==> src/rtl/pipe_stage_skid.sv <==
// rtl/pipe_stage_skid.sv - two-entry elastic pipeline register (main + skid) with flush
// Every output comes straight from the main register; in_ready depends only on state and rst.
module pipe_stage_skid #(
    parameter int CTRL_W = 2,
    parameter int DATA_W = 32,
    parameter int NCH    = 2,
    parameter int TAG_W  = 5
) (
    input  logic                  clk,
    input  logic                  rst,
    input  logic                  in_valid,
    output logic                  in_ready,
    input  logic [CTRL_W-1:0]     in_ctrl,
    input  logic [NCH*DATA_W-1:0] in_data,
    input  logic [TAG_W-1:0]      in_tag,
    input  logic                  flush,
    output logic                  out_valid,
    input  logic                  out_ready,
    output logic [CTRL_W-1:0]     out_ctrl,
    output logic [NCH*DATA_W-1:0] out_data,
    output logic [TAG_W-1:0]      out_tag
);

    typedef enum logic [1:0] {
        EMPTY = 2'd0,
        ONE   = 2'd1,
        TWO   = 2'd2
    } state_t;

    state_t                state;
    logic [CTRL_W-1:0]     main_ctrl;
    logic [NCH*DATA_W-1:0] main_data;
    logic [TAG_W-1:0]      main_tag;
    logic [CTRL_W-1:0]     skid_ctrl;
    logic [NCH*DATA_W-1:0] skid_data;
    logic [TAG_W-1:0]      skid_tag;

    logic in_xfer;
    logic out_xfer;

    assign in_ready  = rst && (state != TWO);
    assign out_valid = (state != EMPTY);
    assign in_xfer   = in_valid && in_ready;
    assign out_xfer  = out_valid && out_ready;

    // Bubbles carry no control side effects; data and tag keep their last value.
    assign out_ctrl = out_valid ? main_ctrl : '0;
    assign out_data = main_data;
    assign out_tag  = main_tag;

    always_ff @(posedge clk) begin
        if (!rst) begin
            state     <= EMPTY;
            main_ctrl <= '0;
            main_data <= '0;
            main_tag  <= '0;
            skid_ctrl <= '0;
            skid_data <= '0;
            skid_tag  <= '0;
        end else if (flush) begin
            state <= EMPTY;
        end else begin
            case (state)
                EMPTY: begin
                    if (in_xfer) begin
                        main_ctrl <= in_ctrl;
                        main_data <= in_data;
                        main_tag  <= in_tag;
                        state     <= ONE;
                    end
                end
                ONE: begin
                    if (in_xfer && out_xfer) begin
                        main_ctrl <= in_ctrl;
                        main_data <= in_data;
                        main_tag  <= in_tag;
                    end else if (in_xfer) begin
                        skid_ctrl <= in_ctrl;
                        skid_data <= in_data;
                        skid_tag  <= in_tag;
                        state     <= TWO;
                    end else if (out_xfer) begin
                        state <= EMPTY;
                    end
                end
                TWO: begin
                    if (out_xfer) begin
                        main_ctrl <= skid_ctrl;
                        main_data <= skid_data;
                        main_tag  <= skid_tag;
                        state     <= ONE;
                    end
                end
                default: state <= EMPTY;
            endcase
        end
    end

endmodule

==> config.mk <==
export PLATFORM = sky130hd
export DESIGN_NAME = pipe_stage_skid
export DESIGN_NICKNAME = d
export VERILOG_FILES = /design/src/rtl/pipe_stage_skid.sv
export SDC_FILE = /design/constraint.sdc
export NUM_CORES = 1
export LEC_CHECK = 0
export BUFFER_PORTS_ARGS = -buffer_cell sky130_fd_sc_hd__buf_2
export CORE_MARGIN = 2
export CORE_UTILIZATION = 45
export DETAILED_ROUTE_END_ITERATION = 10
export HOLD_SLACK_MARGIN = 0.1
export PLACE_DENSITY = 0.67
export RECOVER_POWER = 50
export SLEW_MARGIN = 30
export SYNTH_ARGS = -nofsm -noshare
export SYNTH_HDL_FRONTEND = slang
export SYNTH_SLANG_ARGS = --single-unit
==> constraint.sdc <==
create_clock -name clk -period 1.55 [get_ports clk]
set_clock_uncertainty 0.05 [all_clocks]
set_input_delay 0.0775 -clock clk [delete_from_list [all_inputs] [get_ports clk]]
set_output_delay 0.0775 -clock clk [all_outputs]
set_load 0.02 [all_outputs]
==> flow_summary.yaml, run 1 <==
run_status:
  status: "completed"
finish:
  postLayoutCellArea_um2: 9375
  finalNetCount: 958
  drive_gt1_share_pct: 28.49
  insertedDiodeCount: 0
  area_growth_syn_to_layout_pct: 38.48
sta:
  worst_slew_margin_rel_pct: 69.73
  final-hold-violation-count: 0
  min_period_over_period_pct: 98.76
  max_slew_vio_count: 0
  worst-slew-pin-transition_ns: 0.4540
  max_clock_freq_mhz: 653.3
  min_period_ns: 1.531
  rsz0062_at_grt: "true"
  setup-violations-final: 0
  finalWorstSetupSlack_ns: 0.01926
pwr:
  power_per_cell_area_nw_per_um2: 1023
  peakVddDrop_mv: 0.8345
  power_leakage_nw: 3.659
floorplanning:
  io_pins: 149
  die_y_um: 126.7
  die_area_um2: 16040
  chipWidth_um: 126.7
  initial_utilization_pct: 46.41
  rows: 44
  fp.coreArea_um2: 14590
drt:
  via_count: 6605
  drt.antenna.violating_nets: 0
  detail_route.wirelength_um: 21160
  dr.pass1.iters: 6
  drc: 0
  iteration_0_drc_count_of_the_detailed_router: 574
  post_dr_vias_cell: 6.121
  wl_per_cell_um: 19.61
setup_path:
  worst_setup_path_start_kind: "register"
  arrival_ns: 1.40
  critical_path.cell_chain: "buf_8 > or2_4 > and2_4 > buf_6"
  timing.setup.critical_path_class: "reg -> out"
  worstSetupEndpointType: "primary output"
  critical-path-slowest-cell: "sky130_fd_sc_hd__dfxtp_2"
  critical_path_peak_fanout: 7
  timing.critical_path.slowest_cell_delay_ns: 0.33
  required_ns: 1.42
placed_design:
  port_buffers: 148
  dp_hpwl_um: 12980
  dpl_cell_area_um2: 7958
  detailedPlace.worstSlack_ns: -0.006147
  place_congestion: 0.8022
synth:
  synth.yosys.seq_area_share_pct: 42.58
  area_of_the_mapped_netlist_um2: 6770
  synthArstFlopShare_pct: 0
  avgSynthCellArea_um2: 9.840
  yosys_warnings: 0
  synth_fp_nets: 764
  synth.lib_cells_used.distinct: 29
  synth_seq_cells: 144
  synth_flop_cell: "sky130_fd_sc_hd__dfxtp_1"
  synth-edff-count: 0
  post_synth_inst_count: 688
clock_network:
  clock_sinks: 144
  cts_root_buf: "sky130_fd_sc_hd__clkbuf_16"
  h-tree-depth: 4
  cts-buffers-inserted: 17
  clock_tree.buffer_depth: 2
  tritoncts: "done"
  clk_latency_ns: 0.42
  cts.reportedPaths.clkPinSlew_ns: 0.06
global_route:
  grt_max_degree: 42
  grt_pass1_vias: 6689
  grt_first_pass_wirelength_um: 33930
  gr-usage-all-layers_pct: 25.89
  initial_antenna_violation_count: 1
  grt_remaining_overflow: 0
hold_path:
  worst_hold_path_type: "in -> reg"
job:
  max_cap_violations: 0
-- flip-flops by register name, summed over array words and instances (netlist names) --
register	count
skid_tag	5
out_tag	5
skid_ctrl	2
skid_data	64
main_ctrl	2
out_data	64
state	2
-- stage by stage --
step | TNS, ns | power [mW] | hold slack [ns] | instances | utilization, %
floorplan | 0 | 4.639 | 0.1003 | 688 | -
global placement | 0 | 5.067 | 0.2921 | 970 | 54.55
detailed placement | -0.008464 | 5.098 | 0.3005 | 970 | 54.55
CTS | 0 | 9.637 | 0.1658 | 1079 | 64.39
global route | -0.07314 | 9.900 | 0.1988 | 1079 | 64.26
finish | 0 | 9.589 | 0.1830 | 1079 | 64.26
-- cell usage in the layout, fill, tap and decap left out, drive strengths merged, types with 2 or more instances in the layout --
cell	Yosys	layout
and2	4	4
bufinv	0	4
nor2	2	2
a211oi	72	72
a311oi	71	71
buf	29	127
a21oi	72	72
nand3	71	71
clkinv	0	5
dfxtp	144	144
nand2b	3	3
o21ai	71	71
mux2i	72	72
clkbuf	66	91
dlygate4sd3	0	74
-- synthesized netlist by cell type, types with 2 or more instances --
cell	count	area share, %
sky130_fd_sc_hd__dfxtp_1	144	43
sky130_fd_sc_hd__a21oi_1	72	5.3
sky130_fd_sc_hd__mux2i_1	72	11
sky130_fd_sc_hd__a311oi_1	71	9.2
sky130_fd_sc_hd__nand3_1	71	5.2
sky130_fd_sc_hd__a211oi_2	70	13
sky130_fd_sc_hd__clkbuf_1	66	3.7
sky130_fd_sc_hd__o21ai_0	62	4.6
sky130_fd_sc_hd__buf_2	18	1.3
sky130_fd_sc_hd__o21ai_1	9	0.67
sky130_fd_sc_hd__buf_6	8	1.3
sky130_fd_sc_hd__and2_1	4	0.37
sky130_fd_sc_hd__nand2b_1	3	0.28
sky130_fd_sc_hd__a211oi_1	2	0.22
sky130_fd_sc_hd__buf_1	2	0.11
-- report_power, final --
part	total, mW	internal (mW)	switching (mW)
sequential	3.88	3.81	0.0697
clock	4.41	2.86	1.55
combinational	1.29	0.545	0.750
total	9.59	7.22	2.37
-- worst max-delay path, delay by kind of cell, from the launching register on --
kind,cells,cell delay [ns]
flops,1,0.33
simple gates,2,0.41
buf+inv,2,0.26
-- metal layers --
| layer | track usage, % | share of wire, % | up-vias |
|---|---|---|---|
| met5 | 0 | 0.061 | - |
| li1 | - | - | 3045 |
| met2 | 42.56 | 49 | 286 |
| met1 | 33.24 | 43 | 3233 |
| met4 | 9.114 | 1.8 | 2 |
| met3 | 6.326 | 6.9 | 39 |
-- path summary, 6_finish.rpt --
check                                                  end  slack (ns)  cells after the start                  startpoint
worst min-delay path            skid_data[62]$_SDFFE_PN0P_        0.18                      4                         rst
worst min register to register  skid_data[49]$_SDFFE_PN0P_        0.43                      2  skid_data[49]$_SDFFE_PN0P_
worst max register to register   out_data[59]$_SDFFE_PN0P_        0.05                      5       state[0]$_SDFFE_PP0P_
worst max-delay path                           out_ctrl[0]        0.02                      4       state[1]$_SDFFE_PP0P_
-- layout make-up --
| type | instances | area [um2] |
|---|---|---|
| tap | 184 | 230.2 |
| fill | 1145 | 5214 |
| clock buffer | 22 | 484.2 |
| clock inverter | 10 | 156.4 |
| timing repair buffer | 270 | 2054 |
| sequential | 144 | 2885 |
| inverter | 1 | 8.758 |
| multi-input combinational | 448 | 3556 |
-- cells by family (layout without fill, tap and decap cells) --
kind of cell,after synthesis,after routing,share of synthesized area (%)
AND/OR/NAND/NOR,88,88,7.023
flip-flops,144,144,42.58
AO/OA/AOI/OAI,288,288,33.15
buffers and inverters,96,303,6.598
multiplexers,72,72,10.64
-- repair_timing --
item / in CTS / in global routing
pin swaps: 3 / 1
hold endpoints to repair: 144 / 0
endpoints found under the setup margin: 9 / 90
setup buffers: 3 / 0
hold buffers: 74 / 0
gates resized for setup: 12 / 18
Note: power is estimated with default switching activity, not from simulation.
==> inputs of run 2 (changes only) <==
--- a/config.mk
+++ b/config.mk
@@ -10,7 +10,7 @@
 export CORE_UTILIZATION = 45
 export DETAILED_ROUTE_END_ITERATION = 10
 export HOLD_SLACK_MARGIN = 0.1
-export PLACE_DENSITY = 0.67
+export PLACE_DENSITY = 0.64
 export RECOVER_POWER = 50
 export SLEW_MARGIN = 30
 export SYNTH_ARGS = -nofsm -noshare
==> constraint.sdc (replaced) <==
create_clock -name clk -period 1.5 [get_ports clk]
set_clock_uncertainty 0.05 [all_clocks]
set_input_delay 0.075 -clock clk [delete_from_list [all_inputs] [get_ports clk]]
set_output_delay 0.075 -clock clk [all_outputs]
set_load 0.02 [all_outputs]
==> run 2 against run 1 <==
Compared with the run above:
- the flow now finishes with violations (negative setup slack)
- critical path depth is 1 higher
- combinational power is 9% higher
- cell area is 3.7% higher
- flip-flop and latch count stayed put
- sequential power is 3% higher
- critical endpoint is now in_ready
- largest cell class unchanged
==> flow_summary.yaml, run 2 (same netlist as run 1, synthesis figures left out) <==
drt:
  via_count: 6748
  drt.antenna.violating_nets: 0
  detail_route.wirelength_um: 22790
  post_dr_vias_cell: 6.225
  drc: 0
  wl_per_cell_um: 21.03
  dr.pass1.iters: 5
  iteration_0_drc_count_of_the_detailed_router: 521
finish:
  finalNetCount: 963
  area_growth_syn_to_layout_pct: 43.56
  insertedDiodeCount: 0
  multi_input_area_um2: 3761
  drive_gt1_share_pct: 37.33
  final_common_cell: "sky130_fd_sc_hd__dfxtp_1"
  postLayoutCellArea_um2: 9719
  post_layout_nonfiller_instances: 1084
  layout_common_cells: "142 x sky130_fd_sc_hd__dfxtp_1, 104 x sky130_fd_sc_hd__buf_2, 74 x sky130_fd_sc_hd__dlygate4sd3_1"
  regArea_um2: 2890
  num-fill-cells: 1121
  final_cell_utilization_of_the_core_pct: 66.62
global_route:
  initial_antenna_violation_count: 0
  grt_first_pass_wirelength_um: 33850
  grt_remaining_overflow: 0
  gr-usage-all-layers_pct: 26.17
  grt_max_degree: 39
  grt_pass1_vias: 6467
job:
  max_cap_violations: 0
sta:
  finalWorstSetupSlack_ns: -0.06476
  min_period_over_period_pct: 104.3
  final-hold-violation-count: 0
  setup-violations-final: 58
  rsz0062_at_grt: "true"
  fin_tns_setup_ns: -0.9179
  max_slew_vio_count: 0
  worst-slew-pin-transition_ns: 0.4560
  worst_slew_margin_rel_pct: 69.60
  max_clock_freq_mhz: 639.1
  final.hold.worst_slack_ns: 0.1286
  min_period_ns: 1.565
floorplanning:
  initial_utilization_pct: 46.41
  fp.coreArea_um2: 14590
  io_pins: 149
  chipWidth_um: 126.7
  rows: 44
  die_area_um2: 16040
  die_y_um: 126.7
run_status:
  violations: "negative setup slack"
  status: "complete, but fails checks"
placed_design:
  place_congestion: 0.7628
  dp_hpwl_um: 12720
  detailedPlace.worstSlack_ns: -0.1198
  port_buffers: 148
  dpl_cell_area_um2: 7890
  placed_cells_incl_taps: 966
clock_network:
  tritoncts: "done"
  clock_tree.buffer_depth: 2
  cts.reportedPaths.clkPinSlew_ns: 0.06
  cts-buffers-inserted: 17
  clk_latency_ns: 0.43
  cts_root_buf: "sky130_fd_sc_hd__clkbuf_16"
  h-tree-depth: 4
  clock_sinks: 144
setup_path:
  worstSetupEndpointType: "primary output"
  critical-path-slowest-cell: "sky130_fd_sc_hd__dfxtp_4"
  critical_path.cell_chain: "buf_12 > nand2b_4 > buf_12 > and2_4 > buf_6"
  required_ns: 1.37
  timing.setup.critical_path_class: "reg -> out"
  timing.critical_path.slowest_cell_delay_ns: 0.36
  critical_path_peak_fanout: 4
  worst_setup_path_start_kind: "register"
  worst_path_most_repeated_cell: "sky130_fd_sc_hd__buf_12"
  cp_top_family: "buffers and inverters"
  critPathBufInv: 3
  arrival_ns: 1.44
pwr:
  power_per_cell_area_nw_per_um2: 1033
  total_power_mw: 10.04
  peakVddDrop_mv: 0.8029
  power_leakage_nw: 3.705
hold_path:
  worst_hold_path_type: "in -> reg"
==> run 2: cell count changes in the layout (fill, tap and decap cells not counted), sizes merged <==
cell,before,now
clkbuf,91,68
buf,127,156
clkinvlp,1,0
==> run 2: routing by layer <==
metal,part of all wire (%),routed length [um],up-vias,global-route usage [%]
met5,0,0,-,0
met4,2.1,471,0,8.339
met3,6.6,1497,45,5.736
met2,49,11240,296,43.82
met1,42,9585,3345,33.70
li1,-,-,3062,-
==> run 2: path summary, 6_finish.rpt <==
kind | start | to | depth (start not counted) | slack [ns]
setup reg to reg | state[0]$_SDFFE_PP0P_ | skid_tag[3]$_SDFFE_PN0P_ | 6 | -0.06
hold / removal | rst | skid_data[39]$_SDFFE_PN0P_ | 3 | 0.13
hold reg to reg | skid_data[15]$_SDFFE_PN0P_ | skid_data[15]$_SDFFE_PN0P_ | 2 | 0.42
setup / recovery | state[0]$_SDFFE_PP0P_ | in_ready | 5 | -0.06
==> run 2: repair_timing <==
| action | in CTS | in global routing |
|---|---|---|
| gates resized for setup | 21 | 61 |
| cloned | 0 | 7 |
| hold endpoints to repair | 144 | 0 |
| setup endpoints to repair | 146 | 143 |
| hold buffers | 74 | 0 |
| buffers inserted | 4 | 1 |
| pin swaps | 0 | 2 |
==> run 2: worst register-to-register path, stage by stage (launching register included) <==
cell and delay [ns]:
sky130_fd_sc_hd__dfxtp_4 0.38, sky130_fd_sc_hd__buf_4 0.13, sky130_fd_sc_hd__nor4bb_4 0.19, sky130_fd_sc_hd__buf_6 0.25, sky130_fd_sc_hd__clkbuf_16 0.23, sky130_fd_sc_hd__nand3_1 0.12, sky130_fd_sc_hd__a21oi_1 0.15
==> run 2: area by class of cell <==
cell class / count / area share (%)
Multi-Input combinational cell: 448 / 38.70
Sequential cell: 144 / 29.74
Timing Repair Buffer: 275 / 22.41
Clock buffer: 23 / 5.124
Tap cell: 184 / 2.369
Clock inverter: 9 / 1.571
Inverter: 1 / 0.09011
==> run 2: report_power, final <==
group | switching (mW) | internal (mW)
Clock | 1.61 | 3.00
Sequential | 0.0730 | 3.94
Combinational | 0.808 | 0.605
